## config.mk

```make
export PLATFORM = sky130hd
export DESIGN_NAME = mem_port_arbiter_flat
export DESIGN_NICKNAME = d
export VERILOG_FILES = /design/src/rtl/mem_port_arbiter_if.sv /design/src/rtl/mem_port_arbiter.sv /design/src/flat_wrapper.sv
export SDC_FILE = /design/constraint.sdc
export NUM_CORES = 1
export LEC_CHECK = 0
export ABC_AREA = 1
export CORE_ASPECT_RATIO = 1.4
export CORE_MARGIN = 4
export CORE_UTILIZATION = 30
export CTS_BUF_LIST = sky130_fd_sc_hd__clkbuf_8 sky130_fd_sc_hd__clkbuf_16
export DETAILED_ROUTE_END_ITERATION = 6
export PLACE_DENSITY = 0.69
export SETUP_SLACK_MARGIN = 0.05
export SYNTH_ARGS = -nofsm -noshare
export SYNTH_HDL_FRONTEND = slang
export SYNTH_SLANG_ARGS = --single-unit
export TNS_END_PERCENT = 20
```

## constraint.sdc

```tcl
create_clock -name clk -period 4 [get_ports clk]
set_clock_uncertainty 0.1 [all_clocks]
set_input_delay 0.4 -clock clk [delete_from_list [all_inputs] [get_ports clk]]
set_output_delay 0.4 -clock clk [all_outputs]
set_load 0.03 [all_outputs]
```

## src/rtl/mem_port_arbiter_if.sv

```systemverilog
// Bus bundle between the CPU fetch/data ports, the arbiter and the unified memory macro.
// The arbiter takes the slave view; the CPU/memory side (or a bench) takes the master view.
interface mem_port_arbiter_if #(
  parameter int unsigned AW = 32,
  parameter int unsigned DW = 32
);
  logic          if_req;
  logic [AW-1:0] if_addr;
  logic          if_gnt;
  logic [DW-1:0] if_rdata;
  logic          if_valid;

  logic          dm_req;
  logic          dm_we;
  logic [AW-1:0] dm_addr;
  logic [DW-1:0] dm_wdata;
  logic          dm_gnt;
  logic [DW-1:0] dm_rdata;
  logic          dm_valid;

  logic          mem_cs;
  logic          mem_we;
  logic [AW-1:0] mem_addr;
  logic [DW-1:0] mem_wdata;
  logic [DW-1:0] mem_rdata;

  modport slave (
    input  if_req, if_addr, dm_req, dm_we, dm_addr, dm_wdata, mem_rdata,
    output if_gnt, if_rdata, if_valid, dm_gnt, dm_rdata, dm_valid,
    output mem_cs, mem_we, mem_addr, mem_wdata
  );

  modport master (
    output if_req, if_addr, dm_req, dm_we, dm_addr, dm_wdata, mem_rdata,
    input  if_gnt, if_rdata, if_valid, dm_gnt, dm_rdata, dm_valid,
    input  mem_cs, mem_we, mem_addr, mem_wdata
  );
endinterface

```

## src/rtl/mem_port_arbiter.sv

```systemverilog
// Shares one single-port memory between instruction fetch (IF) and data (DM) ports,
// one access at a time with fixed latency; DM has priority with bounded IF starvation.
module mem_port_arbiter #(
  parameter int unsigned AW       = 32,
  parameter int unsigned DW       = 32,
  parameter int unsigned MEM_LAT  = 1,
  parameter int unsigned MAX_WAIT = 4
) (
  input logic             clk,
  input logic             rst,
  mem_port_arbiter_if.slave bus
);
  localparam int unsigned SW = $clog2(MAX_WAIT + 1);
  localparam int unsigned LW = $clog2(MEM_LAT + 1);
  localparam logic [SW-1:0] StarveMax = SW'(MAX_WAIT);
  localparam logic [LW-1:0] LatInit   = LW'(MEM_LAT - 1);

  typedef enum logic [1:0] {StIdle, StIssue, StWait, StDone} state_e;

  state_e        state_q, state_d;
  logic          owner_q, owner_d;  // 1 = DM owns the current access
  logic          we_q, we_d;
  logic [AW-1:0] addr_q, addr_d;
  logic [DW-1:0] wdata_q, wdata_d;
  logic [SW-1:0] starve_q, starve_d;
  logic [LW-1:0] lat_q, lat_d;
  logic          if_win, dm_win;

  always_comb begin
    state_d  = state_q;
    owner_d  = owner_q;
    we_d     = we_q;
    addr_d   = addr_q;
    wdata_d  = wdata_q;
    starve_d = starve_q;
    lat_d    = lat_q;
    if_win   = 1'b0;
    dm_win   = 1'b0;
    unique case (state_q)
      StIdle: begin
        if_win = bus.if_req & (~bus.dm_req | (starve_q == StarveMax));
        dm_win = bus.dm_req & ~if_win;
        if (if_win || dm_win) begin
          state_d = StIssue;
          owner_d = dm_win;
          we_d    = dm_win & bus.dm_we;
          addr_d  = dm_win ? bus.dm_addr : bus.if_addr;
          wdata_d = dm_win ? bus.dm_wdata : wdata_q;
        end
        if (if_win) begin
          starve_d = '0;
        end else if (dm_win && bus.if_req && (starve_q != StarveMax)) begin
          starve_d = starve_q + 1'b1;
        end
      end
      StIssue: begin
        if (MEM_LAT == 1) begin
          state_d = StDone;
        end else begin
          state_d = StWait;
          lat_d   = LatInit;
        end
      end
      StWait: begin
        if (lat_q == LW'(1)) begin
          state_d = StDone;
        end else begin
          lat_d = lat_q - 1'b1;
        end
      end
      StDone:  state_d = StIdle;
      default: state_d = StIdle;
    endcase
  end

  always_ff @(posedge clk or posedge rst) begin
    if (rst) begin
      state_q  <= StIdle;
      owner_q  <= 1'b0;
      we_q     <= 1'b0;
      addr_q   <= '0;
      wdata_q  <= '0;
      starve_q <= '0;
      lat_q    <= '0;
    end else begin
      state_q  <= state_d;
      owner_q  <= owner_d;
      we_q     <= we_d;
      addr_q   <= addr_d;
      wdata_q  <= wdata_d;
      starve_q <= starve_d;
      lat_q    <= lat_d;
    end
  end

  // Grants are combinational, so mask them while reset is held.
  assign bus.if_gnt    = if_win & ~rst;
  assign bus.dm_gnt    = dm_win & ~rst;
  assign bus.mem_cs    = (state_q == StIssue);
  assign bus.mem_we    = (state_q == StIssue) & we_q;
  assign bus.mem_addr  = addr_q;
  assign bus.mem_wdata = wdata_q;
  assign bus.if_valid  = (state_q == StDone) & ~owner_q;
  assign bus.dm_valid  = (state_q == StDone) & owner_q;
  assign bus.if_rdata  = bus.mem_rdata;
  assign bus.dm_rdata  = bus.mem_rdata;
endmodule
```

## src/flat_wrapper.sv

```systemverilog
// flat-port wrapper written by rule: the top's interface ports become plain ports
module mem_port_arbiter_flat 
#(
  parameter int unsigned AW       = 32,
  parameter int unsigned DW       = 32,
  parameter int unsigned MEM_LAT  = 1,
  parameter int unsigned MAX_WAIT = 4
)
  (clk, rst, bus_if_req, bus_if_addr, bus_dm_req, bus_dm_we, bus_dm_addr, bus_dm_wdata, bus_mem_rdata, bus_if_gnt, bus_if_rdata, bus_if_valid, bus_dm_gnt, bus_dm_rdata, bus_dm_valid, bus_mem_cs, bus_mem_we, bus_mem_addr, bus_mem_wdata);
  mem_port_arbiter_if #(.AW(AW), .DW(DW)) bus_i ();
  input logic clk;
  input logic rst;
  input wire logic [$bits(bus_i.if_req)-1:0] bus_if_req;
  input wire logic [$bits(bus_i.if_addr)-1:0] bus_if_addr;
  input wire logic [$bits(bus_i.dm_req)-1:0] bus_dm_req;
  input wire logic [$bits(bus_i.dm_we)-1:0] bus_dm_we;
  input wire logic [$bits(bus_i.dm_addr)-1:0] bus_dm_addr;
  input wire logic [$bits(bus_i.dm_wdata)-1:0] bus_dm_wdata;
  input wire logic [$bits(bus_i.mem_rdata)-1:0] bus_mem_rdata;
  output wire logic [$bits(bus_i.if_gnt)-1:0] bus_if_gnt;
  output wire logic [$bits(bus_i.if_rdata)-1:0] bus_if_rdata;
  output wire logic [$bits(bus_i.if_valid)-1:0] bus_if_valid;
  output wire logic [$bits(bus_i.dm_gnt)-1:0] bus_dm_gnt;
  output wire logic [$bits(bus_i.dm_rdata)-1:0] bus_dm_rdata;
  output wire logic [$bits(bus_i.dm_valid)-1:0] bus_dm_valid;
  output wire logic [$bits(bus_i.mem_cs)-1:0] bus_mem_cs;
  output wire logic [$bits(bus_i.mem_we)-1:0] bus_mem_we;
  output wire logic [$bits(bus_i.mem_addr)-1:0] bus_mem_addr;
  output wire logic [$bits(bus_i.mem_wdata)-1:0] bus_mem_wdata;
  assign bus_i.if_req = bus_if_req;
  assign bus_i.if_addr = bus_if_addr;
  assign bus_i.dm_req = bus_dm_req;
  assign bus_i.dm_we = bus_dm_we;
  assign bus_i.dm_addr = bus_dm_addr;
  assign bus_i.dm_wdata = bus_dm_wdata;
  assign bus_i.mem_rdata = bus_mem_rdata;
  assign bus_if_gnt = bus_i.if_gnt;
  assign bus_if_rdata = bus_i.if_rdata;
  assign bus_if_valid = bus_i.if_valid;
  assign bus_dm_gnt = bus_i.dm_gnt;
  assign bus_dm_rdata = bus_i.dm_rdata;
  assign bus_dm_valid = bus_i.dm_valid;
  assign bus_mem_cs = bus_i.mem_cs;
  assign bus_mem_we = bus_i.mem_we;
  assign bus_mem_addr = bus_i.mem_addr;
  assign bus_mem_wdata = bus_i.mem_wdata;
  mem_port_arbiter #(.AW(AW), .DW(DW), .MEM_LAT(MEM_LAT), .MAX_WAIT(MAX_WAIT)) u_core (.clk(clk), .rst(rst), .bus(bus_i));
endmodule
```

## After elaboration in Yosys (flattened, before gate mapping)

Index checks and enable logic that the tools add are counted.

- Register bits after elaboration: 72
- Output and inout port bits: 134
- Bits of input ports: 133
- Word-level logic and storage cells: 47

- $add $sub $neg: 2
- Bitwise operators: 13
- Reductions and logical operators: 9
- Mux-type cells: 9
- Equal/unequal tests: 7

Operators by type and width:

| operator | number |
|---|---|
| 32-bit two-way mux | 1 |
| 1-bit AND | 8 |
| 2-bit one-hot mux with 4 select lines | 1 |
| 3-bit two-way mux | 2 |
| 2-bit AND reduction | 3 |
| 2-bit equality test (second input constant) | 2 |
| 2-bit two-way mux | 2 |
| 2-bit by 1-bit != test with 1-bit output (second input constant) | 2 |
| 1-bit NOT | 4 |
| 3-bit by 1-bit adder with 3-bit output (second input constant) | 1 |
| 3-bit equality test (second input constant) | 1 |
| 1-bit two-way mux | 3 |
| 3-bit != test (second input constant) | 1 |
| 3-bit AND reduction | 1 |
| 2-bit by 1-bit equality test with 1-bit output (second input constant) | 1 |
| 1-bit logical AND | 2 |
| 2-bit logical NOT | 1 |
| 2-bit nonzero test | 1 |
| 1-bit logical OR | 1 |
| 1-bit OR | 1 |
| 1-bit subtractor (second input constant) | 1 |

## Longest topological paths before layout

Gate-level depths: netlist of run 1.

- Word-level depth: 9
- Gate-level depth with buffers: 10
- Depth with buffers taken out: 8

## Worst setup path after synthesis of run 1

OpenSTA, ideal clock, no wires.

- Path kind: register to output
- From: register u_core.starve_q[0]
- To: output port bus_dm_gnt
- Stages on the path, launching flop included: 9
- Buffers on the path: 1
- Slack: 1.945 ns
- Arrival time: 1.555 ns
- Cells stage by stage: dfrtp_1 > inv_1 > ha_1 > nand2_1 > nand2_2 > nand2_1 > nand2_1 > buf_2 > nor2_1

- Longest elaborated chain between the ends: 7

RTL lines:

| what | line | text |
|---|---|---|
| start, declared | mem_port_arbiter.sv:25 | `logic [SW-1:0] starve_q, starve_d;` |
| start signal, assigned | mem_port_arbiter.sv:91 | `starve_q <= starve_d;` |
| 3-bit equality test | mem_port_arbiter.sv:41 | `if_win = bus.if_req & (~bus.dm_req \| (starve_q == StarveMax));` |
| 1-bit OR | mem_port_arbiter.sv:41 |  |
| 1-bit AND | mem_port_arbiter.sv:41 |  |
| 1-bit NOT | mem_port_arbiter.sv:42 | `dm_win = bus.dm_req & ~if_win;` |
| 1-bit AND | mem_port_arbiter.sv:42 |  |
| 1-bit two-way mux | mem_port_arbiter.sv:39 | `unique case (state_q)` |
| 1-bit AND | mem_port_arbiter.sv:98 | `assign bus.dm_gnt = dm_win & ~rst;` |
| end, declared | flat_wrapper.sv:23 | `output wire logic [$bits(bus_i.dm_gnt)-1:0] bus_dm_gnt;` |

No other way between the ends.

## Final worst setup path of run 1

- From: register u_core.state_q[1]
- To: output port bus_if_gnt

- Longest elaborated chain between the ends: 3

RTL lines:

| what | line | text |
|---|---|---|
| start, declared | mem_port_arbiter.sv:20 | `state_e state_q, state_d;` |
| start signal, assigned | mem_port_arbiter.sv:78 | `state_q <= StIdle;` |
| start signal, assigned | mem_port_arbiter.sv:86 | `state_q <= state_d;` |
| 2-bit logical NOT | mem_port_arbiter.sv:39 |  |
| 1-bit two-way mux | mem_port_arbiter.sv:39 |  |
| 1-bit AND | mem_port_arbiter.sv:97 | `assign bus.if_gnt = if_win & ~rst;` |
| end, declared | flat_wrapper.sv:20 | `output wire logic [$bits(bus_i.if_gnt)-1:0] bus_if_gnt;` |

No other way between the ends.

==> results of run 1 <==
-- tightest hold or removal path, cell delays in order (launching register included) --
cell     delay (ns)
dfrtp_1        0.34
nand2_1        0.05
nand2_1        0.05
-- per-layer routing --
metal / vias to the layer above / track usage / wire [um]
met5: - / 0 / 0
met4: 0 / 0.0771 / 448
met1: 1666 / 0.152 / 4170
li1: 1754 / - / -
met3: 42 / 0.0364 / 862
met2: 153 / 0.251 / 5660
-- registers in the layout (all words and copies together), names as in the netlist --
register	flops
u_core.starve_q	3
u_core.owner_q	1
u_core.lat_q	1
u_core.bus.mem_addr	32
u_core.we_q	1
u_core.state_q	2
u_core.bus.mem_wdata	32
-- worst max-delay path by stage --
stage,to,cells after the start
floorplan,u_core.bus.mem_addr[0],1
global placement,bus_if_gnt,5
detailed placement,bus_if_gnt,5
CTS,bus_if_gnt,8
global route,bus_if_gnt,7
finish,bus_if_gnt,8
-- power by group --
part | internal, mW | switching [mW]
clock | 0.496 | 0.296
sequential | 1.08 | 0.202
combinational | 0.893 | 1.36
-- cells by family (layout without fill, tap and decap cells) --
group,count (synthesis),count (layout),share of synthesized area
AO/OA/AOI/OAI,7,7,0.00996
flip-flops,72,72,0.448
adder cells (fa/ha/maj),6,6,0.0187
AND/OR/NAND/NOR,283,283,0.297
buffers and inverters,169,269,0.226
-- cells in the mapped netlist, drive strengths merged --
master  number  share of area
a21oi        1         0.0012
o22ai        1         0.0016
nand3       99           0.12
inv         79          0.074
clkbuf       9         0.0084
dfrtp       72           0.45
buf         81           0.14
nand2      179           0.17
or2          1         0.0016
ha           6          0.019
nor2         4         0.0037
o21ai        5         0.0072
-- through the flow --
stage / cells / setup slack [ns] / util / instance area (sq um)
final: 815 / 0.966 / 0.437 / 5680
after global routing: 815 / 0.799 / 0.437 / 5680
after CTS: 815 / 0.928 / 0.437 / 5680
after detailed placement: 800 / 1.05 / 0.414 / 5380
after global placement: 800 / 1.09 / 0.414 / 5380
after floorplan: 537 / 1.68 / - / 4020
-- area by class of cell --
type,instances,share of cell area
well taps,178,0.0392
clock inverters,5,0.00992
inverters,79,0.0524
repair buffers,175,0.308
flip-flops and latches,72,0.317
clock buffers,10,0.0421
multi-input cells,296,0.231
==> impl_metrics.tcl, run 1 <==
set metrics [dict create \
    critPathLaunchType "flip-flop" \
    numClockSinks 72 \
    drive_above_1_share 0.0440 \
    ff2ff_setup_slack_ns 1.53 \
    setup_viol 0 \
    cp_num_buf_inv 4 \
    clockBufferDepth 2 \
    die_h_um 145 \
    maxCapViolCount 0 \
    nNetsFinal 772 \
    ys_seq_elements 72 \
    seq_area_sq_mm 0.00180 \
    multiInputGateArea_sq_mm 0.00131 \
    whs_path_depth 2 \
    slew_headroom 0.290 \
    path_class "reg2out" \
    min_to "u_core.bus.mem_wdata[0]" \
    initial_utilization 0.309 \
    tns_ns 0 \
    routed_wl_um 11100 \
    r2r_start "u_core.starve_q[0]" \
    cpMaxStageDelayCell "clkdlybuf4s50_1" \
    startpoint "u_core.state_q[1]" \
    r2r-end "u_core.bus.mem_wdata[11]" \
    grt_setup_unrepaired "false" \
    finalHoldViolCount 0 \
    cts-resized-gates 0 \
    num_vias 3615 \
    antenna_found_initial 0 \
    drt_iter0_markers 122 \
    synth_nets 676 \
    cp_cell_sequence "inv_1 -> ha_1 -> buf_4 -> nand2_1 -> inv_1 -> nand2_1 -> nor2_1 -> clkdlybuf4s50_1" \
    grt_overflow 0 \
    cp_top_family "buffers and inverters" \
    drtPass1Iterations 6 \
    wl_per_cell_um 13.7 \
    fillers 1323 \
    rows 49 \
    cp_slowest_stage_delay_ns 0.68 \
    dieArea_sq_mm 0.0153 \
    n_antenna_cell 0 \
    slew_viol_final 0 \
    arrival_ns 2.53 \
    grt_pass1_wl_um 17500 \
    synthCells 537 \
    power_density_mw_per_mm2 761 \
    grt.total_usage 0.142 \
    numCtsBuffers 9 \
    num_io_pins 267 \
    syn_area_per_cell_sq_um 7.49 \
    final_common_cell "nand2_1" \
    hpwl_um 8160 \
    drc 0 \
    fin_worst_hold_slack_ns 0.370 \
    clock.fmax_mhz 330 \
    min-delay-start "u_core.bus.mem_wdata[0]" \
    ys_seq_area_frac 0.448 \
    ant_nets 0 \
    cts_tree "built" \
    reg2regPathDepth 8 \
    cts_max_level 3 \
    worst_slew_pin_slew_ns 1.06 \
    clock-root-buffer "clkbuf_16" \
    cts_setup_buffers 0 \
    worstPathRequired_ns 3.50 \
    core_sq_mm 0.0130 \
    syn2layout_area_growth_pct 41.2 \
    period_share 0.759 \
    ys_types 17 \
    layout_common_cells "nand2_1 (176), clkdlybuf4s50_1 (169), nand3_1 (99)" \
    vias_per_cell 4.44 \
    status "complete, no violations" \
    path_max_fanout 37 \
    critPathCaptureType "primary output" \
    worstSkewPairLatency_ns 0.33 \
    syn-cell-area_sq_mm 0.00402 \
    gp_congestion 0.755 \
    yosysWarningCount 0 \
    hp-class "reg2reg" \
    clk_pin_slew_ns 0.06 \
    power.leakage_nw 2.91 \
    power_mw 4.32 \
    ctsHoldBuffers 0 \
    io_buffers 170 \
    period_minus_slack_ns 3.03 \
    grt_pass1_vias 3508 \
    peakVddDrop_mv 0.250 \
    die_x_um 106 \
    grt_max_degree 66 \
]
No activity file was read; power rests on OpenSTA's default activity.
==> run 2: changes to the inputs <==
==> constraint.sdc (replaced) <==
create_clock -name clk -period 3 [get_ports clk]
set_clock_uncertainty 0.1 [all_clocks]
set_input_delay 0.3 -clock clk [delete_from_list [all_inputs] [get_ports clk]]
set_output_delay 0.3 -clock clk [all_outputs]
set_load 0.03 [all_outputs]
==> impl_metrics.tcl, run 2 (synthesized netlist as in run 1, its figures left out) <==
set metrics [dict create \
    num_vias 3574 \
    vias_per_cell 4.36 \
    period_minus_slack_ns 2.23 \
    path_max_fanout 33 \
    critPathCaptureType "primary output" \
    cts_tree "built" \
    initial_utilization 0.309 \
    final_cells 819 \
    layout_common_cells "nand2_1 (176), clkdlybuf4s50_1 (168), nand3_1 (99)" \
    final_util 0.441 \
    drive_above_1_share 0.0515 \
    clk_pin_slew_ns 0.06 \
    hp-class "in2async" \
    power_density_mw_per_mm2 1020 \
    grt_pass1_vias 3576 \
    io_buffers 170 \
    rows 49 \
    numCtsBuffers 9 \
    clock.fmax_mhz 448 \
    fillers 1317 \
    drtPass1Iterations 4 \
    core_sq_mm 0.0130 \
    arrival_ns 1.83 \
    status "complete, no violations" \
    dieArea_sq_mm 0.0153 \
    period_share 0.744 \
    clockBufferDepth 2 \
    die_h_um 145 \
    power.leakage_nw 2.94 \
    slew_headroom 0.639 \
    cts-resized-gates 0 \
    slew_viol_final 0 \
    routed_wl_um 10900 \
    clock-root-buffer "clkbuf_16" \
    peakVddDrop_mv 0.469 \
    drt_iter0_markers 91 \
    maxCapViolCount 0 \
    drc 0 \
    ant_nets 0 \
    worstPathRequired_ns 2.60 \
    cp_num_buf_inv 3 \
    dp_slack_ns 0.898 \
    worst_slew_pin_slew_ns 0.541 \
    cp_cell_sequence "inv_1 -> ha_1 -> nand2_1 -> nand2_2 -> buf_4 -> nand2_1 -> nor2_1 -> buf_4" \
    cp_slowest_stage_delay_ns 0.39 \
    num_io_pins 267 \
    ctsHoldBuffers 0 \
    tns_ns 0 \
    nNetsFinal 776 \
    cts_max_level 3 \
    gp_congestion 0.766 \
    path_class "reg2out" \
    setup_slack_ns 0.767 \
    wl_per_cell_um 13.4 \
    hpwl_um 8360 \
    dp.cells 804 \
    grt_max_degree 73 \
    finalHoldViolCount 0 \
    final_common_cell "nand2_1" \
    setup_viol 0 \
    die_x_um 106 \
    worstSkewPairLatency_ns 0.32 \
    cp_top_family "buffers and inverters" \
    n_antenna_cell 0 \
    antenna_found_initial 0 \
    grt_pass1_wl_um 17600 \
    syn2layout_area_growth_pct 42.6 \
    cts_setup_buffers 0 \
    critPathLaunchType "flip-flop" \
    grt_setup_unrepaired "false" \
    grt.total_usage 0.140 \
    grt_overflow 0 \
    cpMaxStageDelayCell "dfrtp_1" \
    numClockSinks 72 \
]
-- run 2: cell types whose count changed in the layout (fill, tap and decap cells not counted), sizes merged --
cell,change
bufinv,+1
buf,+5
clkbuf,-1
inv,-1
clkinvlp,+1
clkdlybuf4s50,-1
-- run 2: area by class of cell --
cell class	count	area, sq um	area share
clock buffers	9	225	0.0393
clock inverters	6	85.1	0.0148
flip-flops and latches	72	1800	0.314
well taps	178	223	0.0388
repair buffers	179	1790	0.312
multi-input cells	296	1310	0.229
inverters	79	298	0.0519
-- run 2: worst register-to-register path, stage by stage (launching register included) --
cell and delay (ns):
dfrtp_1 0.39, inv_1 0.06, ha_1 0.19, nand2_1 0.10, nand2_2 0.07, nand2_2 0.08, buf_4 0.35, nand3_1 0.23
nand2_1 0.12
-- run 2: metrics by stage --
stage	power [mW]	instance area (sq um)	hold WS, ns
6_report	5.83	5730	0.355
5_1_grt	6.21	5730	0.381
4_1_cts	5.92	5730	0.362
3_5_place_dp	4.77	5420	0.357
3_3_place_gp	4.72	5420	0.353
2_1_floorplan	3.61	4020	0.331
-- run 2: report_power, final --
part	total (mW)	internal, mW	switching [mW]
clock network	1.10	0.719	0.385
registers	1.70	1.44	0.265
logic	3.02	1.21	1.81
-- run 2: per-layer routing --
metal	track usage	wire length [um]	vias up
met1	0.153	4110	1614
met4	0.0778	444	0
met5	0	0	-
met2	0.241	5420	152
li1	-	-	1764
met3	0.0427	960	44
-- run 2: path summary, 6_finish.rpt --
kind | start | end | slack, ns | cells past startpoint
min in group clk | u_core.bus.mem_wdata[3] | u_core.bus.mem_wdata[3] | 0.36 | 2
max in group asynchronous | rst | u_core.bus.mem_wdata[10] | 2.15 | 3
worst max register to register | u_core.starve_q[0] | u_core.bus.mem_wdata[22] | 1.26 | 8
worst max-delay path | u_core.starve_q[1] | bus_if_gnt | 0.77 | 8
worst min-delay path | rst | u_core.owner_q | 0.35 | 3
worst min register to register | u_core.bus.mem_wdata[3] | u_core.bus.mem_wdata[3] | 0.36 | 2
==> run 3: changes to the inputs <==
==> constraint.sdc (replaced) <==
create_clock -name clk -period 2.3 [get_ports clk]
set_clock_uncertainty 0.1 [all_clocks]
set_input_delay 0.23 -clock clk [delete_from_list [all_inputs] [get_ports clk]]
set_output_delay 0.23 -clock clk [all_outputs]
set_load 0.03 [all_outputs]
==> impl_metrics.tcl, run 3 (synthesized netlist as in run 1, its figures left out) <==
set metrics [dict create \
    status "complete, no violations" \
    final_util 0.447 \
    grt.total_usage 0.142 \
    r2r_start "u_core.state_q[0]" \
    ctsHoldBuffers 0 \
    peakVddDrop_mv 0.532 \
    finalHoldViolCount 0 \
    wl_per_cell_um 13.4 \
    startpoint "u_core.starve_q[0]" \
    drive_above_1_share 0.0529 \
    clock.fmax_mhz 474 \
    grt_pass1_vias 3634 \
    timing.critical_path.to "bus_if_gnt" \
    grt_pass1_wl_um 17500 \
    nNetsFinal 777 \
    power.leakage_nw 2.98 \
    numCtsBuffers 9 \
    setup_viol 0 \
    power_density_mw_per_mm2 1340 \
    drt_iter0_markers 101 \
    vias_per_cell 4.39 \
    cpMaxStageDelayCell "dfrtp_1" \
    final_common_cell "nand2_1" \
    grt_setup_unrepaired "false" \
    clk_pin_slew_ns 0.06 \
    ff2ff_setup_slack_ns 0.56 \
    dieArea_sq_mm 0.0153 \
    period_share 0.916 \
    n_antenna_cell 0 \
    num_io_pins 267 \
    clockBufferDepth 2 \
    worstPathRequired_ns 1.97 \
    num_vias 3608 \
    cp_slowest_stage_delay_ns 0.41 \
    placed_cell_area_sq_mm 0.00546 \
    critPathCaptureType "primary output" \
    hp-class "in2async" \
    r2r-end "u_core.bus.mem_addr[10]" \
    die_x_um 106 \
    initial_utilization 0.309 \
    cp_cell_sequence "inv_1 -> ha_1 -> nand2_1 -> nand2_2 -> buf_6 -> nand2_1 -> nor2_1 -> buf_4" \
    reg2regPathDepth 6 \
    drc 0 \
    cp_common_cell "nand2_1" \
    cts_setup_buffers 0 \
    core_sq_mm 0.0130 \
    slew_headroom 0.630 \
    design_area_sq_mm 0.00580 \
    slew_viol_final 0 \
    cts_tree "built" \
    rows 49 \
    die_h_um 145 \
    period_minus_slack_ns 2.11 \
    worst_slew_pin_slew_ns 0.554 \
    gp_congestion 0.764 \
    path_max_fanout 33 \
    worstSkewPairLatency_ns 0.33 \
    arrival_ns 1.78 \
    grt_overflow 0 \
    hpwl_um 8390 \
    maxCapViolCount 0 \
    clock-root-buffer "clkbuf_16" \
    numClockSinks 72 \
    io_buffers 170 \
    antenna_found_initial 0 \
    ant_nets 0 \
    grt_max_degree 42 \
    critPathLaunchType "flip-flop" \
    cts_max_level 3 \
    path_class "reg2out" \
    tns_ns 0 \
    routed_wl_um 11000 \
    syn2layout_area_growth_pct 44.4 \
    drtPass1Iterations 4 \
    layout_common_cells "nand2_1 (176), clkdlybuf4s50_1 (168), nand3_1 (99)" \
]
## run 3: cell count changes in the layout (fill, tap and decap cells not counted), sizes merged
| cell | previous run | this run |
|---|---|---|
| clkinvlp | 2 | 0 |
| bufinv | 2 | 3 |
| buf | 11 | 12 |
| inv | 78 | 80 |
## run 3: cell type report
cell class	count	area [sq um]
Sequential cell	72	1800
Fill cell	1312	7190
Tap cell	178	223
Inverter	79	298
Clock inverter	7	120
Clock buffer	9	225
Multi-Input combinational cell	296	1310
Timing Repair Buffer	180	1830
## run 3: timing repair
| item | CTS | global route |
|---|---|---|
| resized for setup | 0 | 1 |
| endpoints found under the setup margin | 0 | 1 |
| endpoints found under the hold margin | 0 | 0 |
## run 3: metrics by stage
stage / worst slack [ns] / instances / hold WS [ns] / power [mW]
after global routing: 0.0588 / 821 / 0.191 / 8.31
after CTS: 0.0951 / 821 / 0.160 / 7.92
after global placement: 0.382 / 805 / 0.350 / 6.19
after floorplan: 0.145 / 537 / 0.271 / 4.71
final: 0.192 / 821 / 0.168 / 7.80
after detailed placement: 0.322 / 805 / 0.359 / 6.28
## run 3: report_power, final
group | total (mW) | switching, mW | internal, mW
clock | 1.59 | 0.529 | 1.06
combinational | 3.99 | 2.38 | 1.60
sequential | 2.23 | 0.351 | 1.88
total | 7.80 | 3.26 | 4.54
## run 3: routing by layer
metal	share of wire	GRT usage	vias to the layer above	wire, um
met3	0.093	0.0413	55	1030
li1	-	-	1770	-
met2	0.49	0.246	154	5450
met5	0	0	-	0
met4	0.053	0.103	0	586
met1	0.36	0.143	1629	3950
## run 3: worst min-delay path by stage
stage | end | cells after the start
floorplan | u_core.we_q | 2
global placement | u_core.lat_q | 1
detailed placement | u_core.bus.mem_wdata[25] | 2
CTS | u_core.starve_q[0] | 2
global route | u_core.starve_q[0] | 2
finish | u_core.starve_q[0] | 2
## run 3: worst max-delay path, delay by kind of cell (launching register included)
kind                       cells  cell delay [ns]
buffers and inverters          3             0.51
DFF                            1             0.41
and+or+nand+nor                4             0.41
adders and majority gates      1             0.14
